--- config.mk ---
export PLATFORM = sky130hd
export DESIGN_NAME = multu_hilo_unit
export DESIGN_NICKNAME = d
export VERILOG_FILES = /design/src/rtl/mips_pkg.sv /design/src/rtl/multu_shift_add.sv /design/src/rtl/multu_hilo_unit.sv
export SDC_FILE = /design/constraint.sdc
export NUM_CORES = 1
export LEC_CHECK = 0
export ABC_AREA = 1
export CAP_MARGIN = 20
export CORE_UTILIZATION = 48
export DETAILED_ROUTE_END_ITERATION = 7
export PLACE_DENSITY_LB_ADDON = 0.15
export SYNTH_ARGS = -nofsm -noshare
export SYNTH_HDL_FRONTEND = slang
export SYNTH_SLANG_ARGS = --single-unit
--- constraint.sdc ---
create_clock -name clk -period 4.7 [get_ports clk]
set_clock_uncertainty 0.2 [all_clocks]
set_input_delay 0.94 -clock clk [delete_from_list [all_inputs] [get_ports clk]]
set_output_delay 0.94 -clock clk [all_outputs]
set_load 0.1 [all_outputs]
--- src/rtl/mips_pkg.sv ---
// rtl/mips_pkg.sv - shared MIPS EX-stage types and funct constants
package mips_pkg;

  typedef enum logic [1:0] {
    IDLE   = 2'd0,
    RUN    = 2'd1,
    FINISH = 2'd2
  } mul_state_t;

  localparam logic [5:0] FUNCT_MFHI  = 6'd16;
  localparam logic [5:0] FUNCT_MTHI  = 6'd17;
  localparam logic [5:0] FUNCT_MFLO  = 6'd18;
  localparam logic [5:0] FUNCT_MTLO  = 6'd19;
  localparam logic [5:0] FUNCT_MULTU = 6'd25;

endpackage

--- src/rtl/multu_shift_add.sv ---
// rtl/multu_shift_add.sv - shift-add datapath: multiplicand, multiplier and running product
module multu_shift_add #(
  parameter int WIDTH = 32
) (
  input  logic               clk,
  input  logic               rst,
  input  logic               load,
  input  logic               step,
  input  logic [WIDTH-1:0]   a,
  input  logic [WIDTH-1:0]   b,
  output logic [2*WIDTH-1:0] prod,
  output logic               mplier_zero
);

  logic [2*WIDTH-1:0] mcand;
  logic [WIDTH-1:0]   mplier;

  // Multiplier once this step's shift is applied is zero: no set bits remain.
  assign mplier_zero = ~|mplier[WIDTH-1:1];

  // Load operands on issue, then one partial product per step.
  always_ff @(posedge clk or negedge rst) begin
    if (!rst) begin
      mcand  <= '0;
      mplier <= '0;
      prod   <= '0;
    end else if (load) begin
      mcand  <= {{WIDTH{1'b0}}, a};
      mplier <= b;
      prod   <= '0;
    end else if (step) begin
      if (mplier[0]) begin
        prod <= prod + mcand;
      end
      mcand  <= mcand << 1;
      mplier <= mplier >> 1;
    end
  end

endmodule

--- src/rtl/multu_hilo_unit.sv ---
// rtl/multu_hilo_unit.sv - MULTU sequencer and HI/LO registers; MULTU_EARLY_TERM_EN enables early exit
module multu_hilo_unit
  import mips_pkg::*;
#(
  parameter int WIDTH = 32
) (
  input  logic             clk,
  input  logic             rst,
  input  logic             start,
  input  logic [WIDTH-1:0] a,
  input  logic [WIDTH-1:0] b,
  input  logic             hi_we,
  input  logic             lo_we,
  input  logic [WIDTH-1:0] wdata,
  output logic             busy,
  output logic             done,
  output logic [WIDTH-1:0] hi,
  output logic [WIDTH-1:0] lo
);

  localparam int CW = (WIDTH > 1) ? $clog2(WIDTH) : 1;
  localparam logic [CW-1:0] CNT_LAST = CW'(WIDTH - 1);

  mul_state_t         state, state_n;
  logic [CW-1:0]      cnt;
  logic               load, step, last_iter;
  logic               mplier_zero;
  logic [2*WIDTH-1:0] prod;

  multu_shift_add #(.WIDTH(WIDTH)) u_shift_add (
    .clk         (clk),
    .rst         (rst),
    .load        (load),
    .step        (step),
    .a           (a),
    .b           (b),
    .prod        (prod),
    .mplier_zero (mplier_zero)
  );

`ifdef MULTU_EARLY_TERM_EN
  assign last_iter = (cnt == CNT_LAST) || mplier_zero;
`else
  logic unused_mplier_zero;
  assign unused_mplier_zero = mplier_zero;
  assign last_iter = (cnt == CNT_LAST);
`endif

  // State register.
  always_ff @(posedge clk or negedge rst) begin
    if (!rst) state <= IDLE;
    else      state <= state_n;
  end

  // Next state and datapath controls; new starts are only accepted in IDLE.
  always_comb begin
    state_n = state;
    load    = 1'b0;
    step    = 1'b0;
    busy    = 1'b0;
    case (state)
      IDLE: begin
        if (start) begin
          load    = 1'b1;
          state_n = RUN;
        end
      end
      RUN: begin
        busy = 1'b1;
        step = 1'b1;
        if (last_iter) state_n = FINISH;
      end
      FINISH: state_n = IDLE;
      default: state_n = IDLE;
    endcase
  end

  // Iteration counter, cleared on issue.
  always_ff @(posedge clk or negedge rst) begin
    if (!rst)      cnt <= '0;
    else if (load) cnt <= '0;
    else if (step) cnt <= cnt + CW'(1);
  end

  // HI/LO: the product commits on leaving FINISH; mthi/mtlo only land while idle.
  always_ff @(posedge clk or negedge rst) begin
    if (!rst) begin
      hi   <= '0;
      lo   <= '0;
      done <= 1'b0;
    end else begin
      done <= (state == FINISH);
      if (state == FINISH) begin
        {hi, lo} <= prod;
      end else if (state == IDLE) begin
        if (hi_we) hi <= wdata;
        if (lo_we) lo <= wdata;
      end
    end
  end

endmodule

After elaboration in Yosys (flattened, before gate mapping)
Index checks and enable logic that the tools add are counted.

Add/subtract/negate cells: 2. Equality and inequality tests: 5. Muxes and demuxes: 21. Reduce and logical (&&, ||, !) cells: 10.

Operators with widths (number): 2-to-1 mux 64 bit (5); 2-to-1 mux 32 bit (8); adder 64 bit (1); 2-to-1 mux 5 bit (2); nonzero test 2 bit (5); AND reduction 2 bit (4); adder 5 x 1 -> 5 bit, second input constant (1); equality test 5 bit, second input constant (1); 2-to-1 mux 2 bit (2); inequality test 2 bit, second input constant (2); case mux 2 bit (2 select lines) (1); 2-to-1 mux 1 bit (3); equality test 2 x 1 -> 1 bit, second input constant (1); equality test 2 bit, second input constant (1); zero test 2 bit (1).

Flip-flop bits (word level): 232. Bits of input ports: 101. Output and inout port bits: 66. Logic and storage cells: 46.

Logic depth before layout (Yosys ltp)
Word-level depth: 4. Gate-level depth with buffers: 16. Depth with buffers taken out: 16.

Cells and area by module
A second synthesis with hierarchy kept.

Cells, all modules: 2459. Area, all modules: 15969.1 um^2.

Modules (own cells, without submodules): multu_shift_add (instances 1, cells each 1966, area each 12318.1 um^2, sequential area each 4003.8 um^2); multu_hilo_unit (instances 1, cells each 493, area each 3651.0 um^2, sequential area each 1801.7 um^2).

Worst setup path before layout
No wires, ideal clock.

Path type: register to output. Start: register state[1]. End: output busy. Data arrival time: 1700 ps. Data required time: 3560 ps. Slack: 1860 ps. Cell stages (with the launch flop): 3. Path buffers: 1. Cell sequence: dfrtp_1 -> nor2_8 -> clkbuf_1.

Longest elaborated chain between the ends: 2.

RTL lines: from (decl) (line multu_hilo_unit.sv:24) `mul_state_t state, state_n;`; from (signal assigned) (line multu_hilo_unit.sv:52) `else state <= state_n;`; equality test 2 x 1 -> 1 bit (line multu_hilo_unit.sv:61) `case (state)`; 2-to-1 mux 1 bit (line multu_hilo_unit.sv:61); to (decl) (line multu_hilo_unit.sv:15) `output logic busy,`.

Every way passes these cells.

Final worst setup path
Ends and elaborated chain as after synthesis.

==> reports/results.txt <==
# hold bufs at CTS - 0
non-filler cells, final - 2814
Synth top area share - 37.70%
die area - 32800 um2
Routability Congestion - 1.045
# rows - 65
fin util - 58.00%
Cell variety after synth - 40
path depth of the worst reg2reg path - 13
WP data required - 3.56 ns
Initial DRC Count - 1103
mux cell area share after synthesis - 4.680%
Min Clock Period, post-route - 3.771 ns
Final #Nets - 2558
CP Class - flop to output pin
Area contributors post-synth - dfrtp_1 38%, nand2_1 21%, inv_1 11%
hold_ws - 0.1743 ns
Cell Area, Synth - 15400 um2
post-route ant nets - 0
relative slew slack - 31.60%
DIE WIDTH - 181.1 um
clk buf depth - 3
root buf cell - clkbuf_16
XOR/XNOR share of the synthesized area - 0.1138%
Via-to-Cell Ratio - 5.172
antenna fix cells - 0
largest net degree at the start of global routing - 101
register area - 5806 um2
RSZ-0062 raised after global routing - no
DR WL/cell - 17.26 um
syn_area_per_cell - 6.887 um2
register area share after synthesis - 37.70%
Core Area - 31560 um2
Worst Hold Class - input pin to async pin
dpl hpwl - 38.32 mm
largest area contributor in the netlist - dfrtp_1
Initial DRT Pass Iterations - 5
layout cell share with drive strength beyond 1 - 6.426%
later-pin clock latency in the skew report - 0.56 ns
Hold Fails Final Rpt - 0
simple-gate share of the synthesized area - 28.25%
IO Pins - 167
TritonCTS buffer count - 27
number of global-route vias before repair - 14099
area delta synth->final - 18.86%
Synthesized Nets - 2403
post_cts resized - 0
multi-input gate area in the final layout - 7604 um2
Total Wirelength - 48.56 mm
most frequent cell after synthesis - nand2_1
Fill cells - 3045
Post CTS Setup Buffer Count - 0
register bit total from synthesis - 232
post-synthesis compound-gate area fraction - 10.77%
most common library cells after synthesis - 868 x nand2_1, 450 x inv_1, 232 x dfrtp_1
Worst setup EP type - output pin
PortBufs - 166
Worst Tran Pin Value - 1.026 ns
Tcrit/Tclk final - 80.24%
Total GRT Usage - 29.94%
Final Max Tran Viols - 0
Critical Path Fanout Max - 19
cell count after synthesis - 2236
grt total ovfl - 0
global-route wire length before repair - 76.60 mm
initial antenna violation count - 0
Post-Synth Adder-Cell Area - 5.412%
Placed Cells - 2762
dominant synthesized flop cell - dfrtp_1
Data arrival, critical path - 2.63 ns
die height - 181.1 um
DRC viols - 0
clk slew on worst S/H paths - 0.06 ns
Sum Neg Setup Slack - 0 ns
Initial Utilization - 48.80%
FFs w/ async S/R, synth - 100.0%
synth warn - 0
outcome - complete, no violations
EDFF count, synth - 0
largest family of logic cells by synthesized area - simple AND/OR/NAND/NOR gates
htree depth - 1
Max Freq - 265.2 MHz
TritonCTS clock tree - done
Worst setup SP type - flop
Vias - 14555
Setup violations, final - 0
Sink Count - 232
max-cap violations - 0
## worst max-delay path: stages (launching register included)
cell	delay, ns
dfrtp_1	0.51
nor2_8	0.37
clkdlybuf4s50_1	1.21
## per-layer routing
metal | share of wire, % | up-vias | track usage [%]
li1 | - | 7268 | -
met1 | 45 | 6773 | 39.78
met2 | 46 | 419 | 49.89
met3 | 5.6 | 95 | 3.911
met4 | 3.9 | 0 | 10.98
met5 | 0 | - | 0
## logic make-up (layout without fill, tap and decap cells)
kind of cell / count (synthesis) / after routing
xor+xnor: 2 / 2
flops: 232 / 232
fa+ha+maj: 66 / 66
compound gates: 257 / 257
buf+inv: 512 / 688
mux: 64 / 64
simple gates: 1103 / 1103
## path summary, 6_finish.rpt
path,startpoint,to,slack (ns)
max in group asynchronous,rst,cnt[1]$_DFFE_PN0P_,3.05
setup / recovery,state[1]$_DFFE_PN0P_,busy,0.93
hold reg to reg,hi[5]$_DFFE_PN0P_,hi[5]$_DFFE_PN0P_,0.30
setup reg to reg,u_shift_add.mcand[0]$_DFFE_PN0P_,u_shift_add.prod[40]$_DFFE_PN0P_,1.86
hold / removal,rst,lo[3]$_DFFE_PN0P_,0.17
min in group clk,hi[5]$_DFFE_PN0P_,hi[5]$_DFFE_PN0P_,0.30
## layout make-up
cell class                 instances  area share [%]
timing repair buffer             180           9.954
tap                              402           2.748
clock buffer                      40           4.286
sequential                       232           31.72
inverter                         458           9.393
multi-input combinational       1492           41.54
clock inverter                    10          0.3555
## flip-flops by register name, indices dropped and copies added, names as in the netlist
signal,flops
hi,32
state,2
u_shift_add.mcand,64
u_shift_add.prod,64
lo,32
u_shift_add.mplier,32
done,1
cnt,5
## cells in the final DEF, fill, tap and decap left out, drive strengths merged, types with 2 or more instances in the layout
master	synthesis	routed
a21boi	2	2
nand4	8	8
o21ai	85	85
o221ai	44	44
o21bai	2	2
o211ai	14	14
clkinv	0	6
a22oi	4	4
and2	3	3
a21oi	60	60
ha	65	65
clkbuf	16	40
nor2	123	123
o32ai	4	4
nand3	81	81
clkdlybuf4s50	0	165
clkinvlp	0	2
a22o	2	2
nor3	14	14
buf	38	15
mux2	64	64
inv	458	460
dfrtp	232	232
or2	4	4
nand2	868	868
o22ai	38	38
nor4	2	2
o21a	2	2
## stage by stage
step                      instance area, um2  setup slack, ns
after global placement                 17410            1.520
after detailed placement               17410            1.437
after global routing                   18300           0.8645
after floorplan                        15400            1.860
after CTS                              18260           0.8993
final                                  18300           0.9287
Power is left out: the tool's default activity adds up to more than one toggle a clock period on the data nets, which glitch-free logic cannot reach.
